==> src/rtl/regfile_wb_arbiter_if.sv <==
// Writeback request bundle: NUM_REQ requesters each presenting valid/addr/data and
// receiving a ready (grant) back from the register-file write-port arbiter.
interface regfile_wb_arbiter_if #(
  parameter int NUM_REQ = 2,
  parameter int WIDTH   = 32
);
  localparam int AW = $clog2(WIDTH);

  logic [NUM_REQ-1:0]            req_valid;
  logic [NUM_REQ-1:0][AW-1:0]    req_addr;
  logic [NUM_REQ-1:0][WIDTH-1:0] req_data;
  logic [NUM_REQ-1:0]            req_ready;

  modport master (output req_valid, req_addr, req_data, input req_ready);
  modport slave  (input req_valid, req_addr, req_data, output req_ready);
endinterface

==> src/rtl/regfile_wb_arbiter.sv <==
// Round-robin arbiter sharing the register file's single write port among NUM_REQ
// writeback sources. Define REGFILE_WB_ARB_STALL_CNT_EN to add the stall_cnt counter.
module regfile_wb_arbiter #(
  parameter int NUM_REQ = 2,
  parameter int WIDTH   = 32,
  localparam int AW = $clog2(WIDTH),
  localparam int GW = (NUM_REQ > 1) ? $clog2(NUM_REQ) : 1
) (
  input  logic                  clk,
  input  logic                  rst,
  input  logic                  flush,
  regfile_wb_arbiter_if.slave   req,
  output logic                  wr_en,
  output logic [AW-1:0]         wr_addr,
  output logic [WIDTH-1:0]      wr_data,
  output logic [GW-1:0]         grant_id
`ifdef REGFILE_WB_ARB_STALL_CNT_EN
  ,
  output logic [15:0]           stall_cnt
`endif
);

  // Handshake: a write transfers on the rising edge where req_valid[i] && req_ready[i];
  // a requester holds valid/addr/data stable until then, and ready never depends on
  // anything but valid, the pointer, flush and rst.

  logic [GW-1:0] rr_ptr;
  logic [GW-1:0] grant_idx;
  logic          grant_vld;
  logic          grant_ok;
  logic [GW-1:0] rr_nxt;

  function automatic logic [GW-1:0] wrap_idx(input logic [GW-1:0] base, input int k);
    int s;
    s = int'(base) + k;
    if (s >= NUM_REQ) s = s - NUM_REQ;
    return GW'(s);
  endfunction

  always_comb begin
    grant_vld = 1'b0;
    grant_idx = '0;
    for (int k = 0; k < NUM_REQ; k++) begin
      if (!grant_vld && req.req_valid[wrap_idx(rr_ptr, k)]) begin
        grant_vld = 1'b1;
        grant_idx = wrap_idx(rr_ptr, k);
      end
    end
  end

  assign grant_ok = grant_vld && !flush && !rst;
  assign rr_nxt   = (int'(grant_idx) == NUM_REQ - 1) ? '0 : grant_idx + 1'b1;

  always_comb begin
    req.req_ready = '0;
    for (int i = 0; i < NUM_REQ; i++) begin
      req.req_ready[i] = grant_ok && (grant_idx == GW'(i));
    end
  end

  // Writes to x0 complete the handshake and update addr/data, but never pulse wr_en.
  always_ff @(posedge clk or posedge rst) begin
    if (rst) begin
      wr_en    <= 1'b0;
      wr_addr  <= '0;
      wr_data  <= '0;
      grant_id <= '0;
      rr_ptr   <= '0;
    end else if (flush) begin
      wr_en    <= 1'b0;
      rr_ptr   <= '0;
    end else if (grant_vld) begin
      wr_en    <= (req.req_addr[grant_idx] != '0);
      wr_addr  <= req.req_addr[grant_idx];
      wr_data  <= req.req_data[grant_idx];
      grant_id <= grant_idx;
      rr_ptr   <= rr_nxt;
    end else begin
      wr_en    <= 1'b0;
    end
  end

`ifdef REGFILE_WB_ARB_STALL_CNT_EN
  // Counts edges where some requester waits, flush-suppressed cycles included.
  always_ff @(posedge clk or posedge rst) begin
    if (rst) begin
      stall_cnt <= '0;
    end else if ((|(req.req_valid & ~req.req_ready)) && (stall_cnt != 16'hFFFF)) begin
      stall_cnt <= stall_cnt + 16'd1;
    end
  end
`endif

endmodule

==> src/flat_wrapper.sv <==
// flat-port wrapper written by rule: the top's interface ports become plain ports
module regfile_wb_arbiter_flat 
#(
  parameter int NUM_REQ = 2,
  parameter int WIDTH   = 32,
  localparam int AW = $clog2(WIDTH),
  localparam int GW = (NUM_REQ > 1) ? $clog2(NUM_REQ) : 1
)
  (clk, rst, flush, wr_en, wr_addr, wr_data, grant_id, req_req_valid, req_req_addr, req_req_data, req_req_ready);
  regfile_wb_arbiter_if #(.NUM_REQ(NUM_REQ), .WIDTH(WIDTH)) req_i ();
  input  logic clk;
  input  logic rst;
  input  logic flush;
  output logic wr_en;
  output logic [AW-1:0] wr_addr;
  output logic [WIDTH-1:0] wr_data;
  output logic [GW-1:0] grant_id;
  input wire logic [$bits(req_i.req_valid)-1:0] req_req_valid;
  input wire logic [$bits(req_i.req_addr)-1:0] req_req_addr;
  input wire logic [$bits(req_i.req_data)-1:0] req_req_data;
  output wire logic [$bits(req_i.req_ready)-1:0] req_req_ready;
  assign req_i.req_valid = req_req_valid;
  assign req_i.req_addr = req_req_addr;
  assign req_i.req_data = req_req_data;
  assign req_req_ready = req_i.req_ready;
  regfile_wb_arbiter #(.NUM_REQ(NUM_REQ), .WIDTH(WIDTH)) u_core (.clk(clk), .rst(rst), .flush(flush), .req(req_i), .wr_en(wr_en), .wr_addr(wr_addr), .wr_data(wr_data), .grant_id(grant_id));
endmodule
==> config.mk <==
export PLATFORM = sky130hd
export DESIGN_NAME = regfile_wb_arbiter_flat
export DESIGN_NICKNAME = d
export VERILOG_FILES = /design/src/rtl/regfile_wb_arbiter_if.sv /design/src/rtl/regfile_wb_arbiter.sv /design/src/flat_wrapper.sv
export SDC_FILE = /design/constraint.sdc
export NUM_CORES = 1
export LEC_CHECK = 0
export CORE_ASPECT_RATIO = 0.8
export CORE_MARGIN = 2
export CORE_UTILIZATION = 25
export DETAILED_ROUTE_END_ITERATION = 6
export GPL_TIMING_DRIVEN = 0
export PLACE_DENSITY = 0.56
export REMOVE_ABC_BUFFERS = 1
export SETUP_SLACK_MARGIN = 0.4
export SYNTH_ARGS = -nofsm -noshare
export SYNTH_HDL_FRONTEND = slang
export SYNTH_SLANG_ARGS = --single-unit
==> constraint.sdc <==
create_clock -name clk -period 1.3 [get_ports clk]
set_clock_uncertainty 0.1 [all_clocks]
set_input_delay 0.13 -clock clk [delete_from_list [all_inputs] [get_ports clk]]
set_output_delay 0.13 -clock clk [all_outputs]
set_load 0.03 [all_outputs]
=== Word level (Yosys, flattened, before mapping) ===
Index checks and enable logic that the tools add are counted.

* Flip-flop bits (word level): 40
* Bits in latches: 0
* Memory bits (writable): 0
* Memory bits (read-only): 0
* Bits of input ports: 79
* Logic and storage cells: 46
* Memories kept: 0

* Add/subtract/negate cells: 4
* Multipliers: 0
* Divide/modulo/power cells: 0
* Magnitude comparators: 5
* Equal/unequal tests: 0
* Shifts and indexed selects: 0
* Muxes and demuxes: 19
* Bitwise gates (word level): 2
* Reduce and logical (&&, ||, !) cells: 11

{| class="wikitable"
|+ Operator list
! operator !! count
|-
| $mux 32 || 2
|-
| $mux 1 || 15
|-
| $mux 5 || 2
|-
| $lt 1x2->1 const B || 3
|-
| $logic_and 1x1->1 || 5
|-
| $reduce_bool 5->1 || 1
|-
| $logic_not 1->1 || 3
|-
| $add 1x1->2 const B || 1
|-
| $ge 1x2->1 const B || 1
|-
| $ge 2x2->1 const B || 1
|-
| $not 1->1 || 2
|-
| $reduce_and 2->1 || 1
|-
| $reduce_bool 2->1 || 1
|-
| $sub 1x1->1 const B || 2
|-
| $add 1x1->1 const B || 1
|}

=== Depth between registers and ports, before layout ===
Gate-level depths: netlist of the first run.

* Word-level depth: 13
* Depth in mapped cells: 6
* Mapped depth without buffers: 3

=== Worst setup path after synthesis of the first run ===
OpenSTA, ideal clock, no wires.

* Kind: flip-flop to output port
* Start: reg u_core.rr_ptr
* End: out req_req_ready[1]
* Arrival time: 1542 ps
* Slack: -472 ps
* Cell stages (with the launch flop): 6
* Path buffers: 2
* Path through: dfrtp_1 > nand2b_1 > buf_6 > buf_2 > nand2_1 > nor3_1

* Word-level cells in the longest chain between the ends: 11
* Elaborated cells between the ends (all ways): 20
* Those cells by class: add/sub: 3; order compare: 2; mux: 10; reduce/logical: 5

{| class="wikitable"
|+ Ends and longest elaborated chain
! what !! RTL line !! RTL
|-
| start, declared || regfile_wb_arbiter.sv:27 || <nowiki>logic [GW-1:0] rr_ptr;</nowiki>
|-
| start signal, assigned || regfile_wb_arbiter.sv:77 || <nowiki>rr_ptr <= rr_nxt;</nowiki>
|-
| $ge 1x2->1 / $sub 1x1->1 (equally long branches) || regfile_wb_arbiter.sv:36 || <nowiki>if (s >= NUM_REQ) s = s - NUM_REQ;</nowiki>
|-
| $mux 1 || regfile_wb_arbiter.sv:36 ||
|-
| $mux 1 (not written as such) (2 in a row) || regfile_wb_arbiter.sv:44 || <nowiki>if (!grant_vld && req.req_valid[wrap_idx(rr_ptr, k)]) begin</nowiki>
|-
| $mux 1 || regfile_wb_arbiter.sv:44 ||
|-
| $logic_not 1->1 || regfile_wb_arbiter.sv:44 ||
|-
| $logic_and 1x1->1 || regfile_wb_arbiter.sv:44 ||
|-
| $mux 1 || regfile_wb_arbiter.sv:44 ||
|-
| $logic_and 1x1->1 (2 in a row) || regfile_wb_arbiter.sv:51 || <nowiki>assign grant_ok = grant_vld && !flush && !rst;</nowiki>
|-
| $logic_and 1x1->1 (*) || regfile_wb_arbiter.sv:57 || <nowiki>req.req_ready[i] = grant_ok && (grant_idx == GW'(i));</nowiki>
|-
| end, declared || flat_wrapper.sv:21 || <nowiki>output wire logic [$bits(req_i.req_ready)-1:0] req_req_ready;</nowiki>
|}

Every way passes the cells marked *; elsewhere a longest branch is shown, timed or not. The select of a mux whose other input is x is not followed.

=== Worst setup path in the final report of the first run ===
* Start: reg u_core.rr_ptr
* End: out req_req_ready[0]

Same word-level chain as after synthesis.

==> results of run 1 <==
how the worst max path moves through the flow:
| stage | from | endpoint | slack, ps | cells past startpoint |
|---|---|---|---|---|
| 2_1_floorplan | u_core.rr_ptr | req_req_ready[1] | -870 | 3 |
| 3_3_place_gp | req_req_valid[1] | req_req_ready[0] | -3050 | 4 |
| 3_5_place_dp | req_req_valid[0] | req_req_ready[0] | -1770 | 5 |
| 4_1_cts | u_core.rr_ptr | req_req_ready[0] | -240 | 4 |
| 5_1_grt | u_core.rr_ptr | req_req_ready[0] | -310 | 4 |
| 6_report | u_core.rr_ptr | req_req_ready[0] | -250 | 4 |
cell type report:
| type | instances | area share [%] |
|---|---|---|
| Timing Repair Buffer | 151 | 41.8 |
| Multi-Input combinational cell | 174 | 27.2 |
| Sequential cell | 40 | 25.0 |
| Tap cell | 108 | 3.37 |
| Clock buffer | 6 | 1.81 |
| Timing Repair inverter | 2 | 0.375 |
| Inverter | 2 | 0.281 |
| Clock inverter | 1 | 0.125 |
flip-flops by register name, summed over array words and instances, names as in the netlist:
register and count:
u_core.rr_ptr 1, u_core.wr_data 32, u_core.wr_en 1, u_core.wr_addr 5, u_core.grant_id 1
layer usage:
layer / up-vias / GRT usage [%]
met2: 101 / 34.2
li1: 1145 / -
met4: 0 / 3.56
met3: 6 / 5.54
met1: 1179 / 30.0
met5: - / 0
cell families after synthesis:
family,count (synthesis),share of synthesized area [%]
buf+inv,27,7.00
compound gates,117,32.7
simple gates,48,9.90
flops,40,50.4
per-stage QoR:
stage / util (%) / power, mW / setup TNS, ps / std cells
after CTS: 50.0 / 4.11 / -4630 / 477
after floorplan: - / 2.18 / -12430 / 207
after global placement: 40.8 / 2.91 / -140170 / 434
after detailed placement: 41.5 / 2.94 / -43770 / 436
after global routing: 51.3 / 4.36 / -8650 / 484
final: 51.3 / 4.14 / -5590 / 484
report_power, final:
group / total, mW / switching (mW) / internal (mW)
Combinational: 1.81 / 0.908 / 0.903
Sequential: 1.54 / 0.125 / 1.41
Clock: 0.792 / 0.427 / 0.366
Total: 4.14 / 1.46 / 2.68
repair_timing:
item                       in CTS  in global routing
setup endpoints to repair      81                102
cloned                         15                  0
pin swaps                       8                  4
hold buffers                    0                  0
buffers inserted               19                  7
resized for setup             346                 16
placed cells by master, fill, tap and decap left out, types with 3 or more instances in the layout:
cell type	synthesis	routed
buf_6	1	46
a31oi_1	37	35
buf_8	0	3
nand2b_4	0	6
clkdlybuf4s50_1	0	75
and2b_4	0	3
a21oi_1	38	34
dfrtp_1	40	39
buf_16	0	4
o21ai_1	4	5
a21oi_2	0	4
buf_4	4	18
clkbuf_8	0	5
nor2_1	40	39
o21ai_0	34	24
o21ai_2	0	7
clkinvlp_4	0	3
==> impl_metrics.toml, run 1 <==
[clocking]
clock_sinks = 40
cts_tree = "yes"
ctsHtreeMaxLevel = 2
numCtsBuffers = 5
clkLatencyLatePin_ps = 280
cts_root_buffer = "clkbuf_8"
cts.path.max_buffers = 2
path_clk_slew_ps = 70

[status]
violations = "negative setup slack"
status = "complete, but fails checks"

[worst_setup_path]
startpoint_type = "flip-flop"
reg2reg_depth = 7
worstReg2RegStart = "u_core.rr_ptr"
path_buf_inv = 1
rrSetupSlack_ps = -210
end_kind = "output port"
crit_fanout = 3
cp_top_family = "simple AND/OR/NAND/NOR gates"
cpPeakStageDelay_ps = 420
timing.rr.end = "u_core.wr_data[16]"
slowest_stage = "dfrtp_2"
critPathKind = "flip-flop to output port"
worstPathArrival_ps = 1320
crit_chain = "and2b_4 > nor2_2 > nor3_4 > buf_6"
worstPathRequired_ps = 1070

[timing]
timing.final.crit_share_pct = 119
worstMarginPinSlew_ps = 551
fmax_ghz = 0.647
rsz0062_at_grt = "true"
setup_viol = 39
hold_slack_ps = 125
hold_viol_final = 0
setup_slack_ps = -245
period_minus_slack_ps = 1550
final_max_slew_viol_count = 0
timing.slew.headroom_pct = 63.3

[die]
die-area_um2 = 8670
fp.dieH_um = 83.7
core_um2 = 7800
fp.dieW_um = 104
rows = 29
io_pins = 120
initial_core_util_pct = 25.4

[synth]
synth_area_leaders = "dfrtp_1 50%, a31oi_1 12%, a21oi_1 9.6%"
synth_warnings = 0
synth-seq-area-share_pct = 50.4
synth_seq_cells = 40
synth.top_cell.area_share_pct = 50.4
ys_top_cells_by_count = "40 x dfrtp_1, 40 x nor2_1, 38 x a21oi_1"
synth_top_flop_cell = "dfrtp_1"
netlist_area_um2 = 1980
syn_inst = 232
ys_types = 19
synth_edf_count = 0
synth_top_area_cell = "dfrtp_1"
ys_async_sr_fraction_pct = 100
synth_area_per_cell_um2 = 8.55

[global_routing]
grt_pass1_wl_mm = 14.5
grt_remaining_overflow = 0
track_usage_pct = 21.5
grt_pass1_vias = 2535
antenna_found_initial = 0
grt_start_max_net_pins = 45

[detailed_routing]
wl_met3_um = 697
drtPass1Iterations = 4
vias_per_cell = 5.02
drt-total-wl_mm = 9.35
ant_nets = 0
vias = 2431
drt_iter0_markers = 131
topRoutingLayerUsed = "met4"
drc = 0
wl_met1_mm = 4.36
route.met2.wl_mm = 4.24
drt-wirelength-per-cell_um = 19.3

[finish]
drive_gt1_share_pct = 31.6
multiInputGateArea_um2 = 1090
seqCellArea_um2 = 1000
layout.nets = 455
syn2layout_area_growth_pct = 102
diodes = 0
num-fill-cells = 741
final_area_um2 = 4010

[place]
dpl.hpwl_mm = 4.44
place.gp.congestion = 0.717
place_area_um2 = 3240
pre_cts_ws_ps = -1770
portBuffers = 119

[flow_run]
cap_viol_max_count = 0

[power_and_ir_drop]
p_per_area_nw_per_um2 = 1030
peakVddDrop_uv = 480
p_leak_nw = 1.62

[min_path]
min_path_cells = 2
hold_path_class = "primary input to flip-flop"
hold_end = "u_core.rr_ptr"
min_from = "flush"
No activity file was read; power rests on OpenSTA's default activity.
==> run 2, diff against run 1 <==
--- a/config.mk
+++ b/config.mk
@@ -5,12 +5,12 @@
 export SDC_FILE = /design/constraint.sdc
 export NUM_CORES = 1
 export LEC_CHECK = 0
+export ABC_AREA = 1
 export CORE_ASPECT_RATIO = 0.8
-export CORE_MARGIN = 2
 export CORE_UTILIZATION = 25
 export DETAILED_ROUTE_END_ITERATION = 6
 export GPL_TIMING_DRIVEN = 0
-export PLACE_DENSITY = 0.56
+export PLACE_DENSITY = 0.57
 export REMOVE_ABC_BUFFERS = 1
 export SETUP_SLACK_MARGIN = 0.4
 export SYNTH_ARGS = -nofsm -noshare
==> run 2 against run 1 <==
  * The run still ends with negative setup slack left
  * Final area decreased by 4.4%
  * Combinational power is 7% lower
  * Non-clock buffer count shrank 7
  * Sequential cell count is the same
  * Setup slack improved by 58 ps
  * Critical path type is now flip-flop to flip-flop
==> impl_metrics.toml, run 2 <==
[global_routing]
antenna_found_initial = 0
grt_start_max_net_pins = 24
grt_pass1_vias = 2235
grt_pass1_wl_mm = 11.7
track_usage_pct = 19.8
grt_remaining_overflow = 0

[timing]
setup_viol = 31
worstMarginPinSlew_ps = 676
setup_slack_ps = -187
hold_viol_final = 0
rsz0062_at_grt = "true"
final_max_slew_viol_count = 0
timing.slew.headroom_pct = 54.8
timing.final.crit_share_pct = 114
fin_setup_tns_ps = -1840
fmax_ghz = 0.673
period_minus_slack_ps = 1490

[clocking]
cts_root_buffer = "clkbuf_8"
numCtsBuffers = 5
clkLatencyLatePin_ps = 280
ctsHtreeMaxLevel = 2
cts_tree = "yes"
clock_sinks = 40
cts_hold_repair.buffers = 0
path_clk_slew_ps = 70
cts.path.max_buffers = 2

[die]
rows = 28
initial_core_util_pct = 25.9
die-area_um2 = 8010
core_um2 = 7390
fp.dieW_um = 99.8
io_pins = 120
fp.dieH_um = 80.3

[synth]
synth_seq_cells = 40
synth_warnings = 0
synth.most_common_cell = "nand2_1"
synth_area_leaders = "dfrtp_1 52%, o21ai_1 12%, nand2_1 9.4%"
synth_top_area_cell = "dfrtp_1"
ys_top_cells_by_count = "48 x nand2_1, 47 x o21ai_1, 40 x dfrtp_1"
syn_inst = 230
ys_async_sr_fraction_pct = 100
synth_area_per_cell_um2 = 8.32
netlist_area_um2 = 1910
ys_types = 20
synth-seq-area-share_pct = 52.3
synth_top_flop_cell = "dfrtp_1"
synth.top_cell.area_share_pct = 52.3
synth_edf_count = 0

[status]
status = "complete, but fails checks"
violations = "negative setup slack"

[finish]
num-fill-cells = 721
layout_common_cells = "75 x clkdlybuf4s50_1, 47 x o21ai_1, 42 x buf_6"
final_area_um2 = 3830
largest_reg_flops = 32
reg_top3 = "u_core.wr_data x32, u_core.wr_addr x5"
final_common_cell = "clkdlybuf4s50_1"
fin_util_pct = 51.8
multiInputGateArea_um2 = 977
final_cells = 481
syn2layout_area_growth_pct = 100
drive_gt1_share_pct = 33.2
regMostFlops = "u_core.wr_data"
layout.nets = 455
diodes = 0
seqCellArea_um2 = 1000

[power_and_ir_drop]
peakVddDrop_uv = 406
finalPower_mw = 4.00
p_leak_nw = 1.69
p_per_area_nw_per_um2 = 1040

[worst_setup_path]
worstPathArrival_ps = 1550
critPathKind = "flip-flop to flip-flop"
startpoint_type = "flip-flop"
end_kind = "flip-flop"
worstPathRequired_ps = 1370
crit_fanout = 8

[place]
place_area_um2 = 3150
dpl.hpwl_mm = 3.84
place.gp.congestion = 0.708
dp.cells = 441
portBuffers = 119

[detailed_routing]
vias = 2165
vias_per_cell = 4.50
drt_iter0_markers = 101
drt-total-wl_mm = 7.87
drc = 0
drtPass1Iterations = 4
ant_nets = 0
drt-wirelength-per-cell_um = 16.4

[min_path]
hold_path_class = "primary input to flip-flop"

[flow_run]
cap_viol_max_count = 0
==> run 2: power by group <==
part / internal, mW / switching (mW)
combinational: 0.813 / 0.868
sequential: 1.41 / 0.122
clock: 0.365 / 0.417
total: 2.59 / 1.41
==> run 2: repair_timing <==
action / 4_1_cts / 5_1_grt
cloned: 7 / 2
buffers inserted: 16 / 8
setup endpoints to repair: 87 / 102
resized for setup: 346 / 41
hold endpoints to repair: 0 / 0
pin swaps: 7 / 8
==> run 2: cells by family (layout without fill, tap and decap cells) <==
kind of cell / Yosys count / in the layout / synth area share [%]
AOI/OAI and AO/OA: 74 / 75 / 20.5
buffers and inverters: 27 / 168 / 8.63
DFF: 40 / 40 / 52.3
and+or+nand+nor: 89 / 93 / 18.6
==> run 2: worst paths after layout <==
| check | from | end | slack (ps) | cells after the start |
|---|---|---|---|---|
| max in group asynchronous | rst | u_core.wr_data[16] | 370 | 3 |
| hold reg to reg | u_core.wr_addr[2] | u_core.wr_addr[2] | 410 | 2 |
| min in group asynchronous | rst | u_core.wr_data[27] | 250 | 2 |
| hold / removal | flush | u_core.rr_ptr | 50 | 2 |
| setup / recovery | u_core.rr_ptr | u_core.wr_en | -190 | 10 |
| setup reg to reg | u_core.rr_ptr | u_core.wr_en | -190 | 10 |
==> run 2: worst max-delay path, cell delays in order (launching register included) <==
cell	delay [ps]
dfrtp_1	370
inv_2	100
nand2_8	70
nand2_8	100
buf_12	130
buf_12	130
nand2_2	60
nand2_2	80
nand3_2	80
nor2_1	100
nor2_1	40
==> run 2: per-stage QoR <==
step,hold WS [ps],setup slack (ps)
after detailed placement,379,-1860
after global routing,43.3,-268
final,52.3,-187
after global placement,368,-1870
after floorplan,102,-651
after CTS,36.2,-201
==> run 2: per-layer routing <==
| layer | GRT usage (%) | routed length, µm | vias up |
|---|---|---|---|
| li1 | - | - | 1055 |
| met1 | 26.2 | 3760 | 1024 |
| met2 | 32.7 | 3580 | 80 |
| met3 | 4.70 | 448 | 6 |
| met4 | 4.71 | 74 | 0 |
| met5 | 0 | 0 | - |
==> run 2: final cells by class <==
cell class              instances  share of cell area (%)
multi-input cells             168                    25.5
well taps                     105                    3.43
clock inverters                 1                   0.131
flip-flops and latches         40                    26.1
repair inverters                4                    1.05
inverters                      13                    1.90
clock buffers                   6                    1.90
repair buffers                144                    39.9
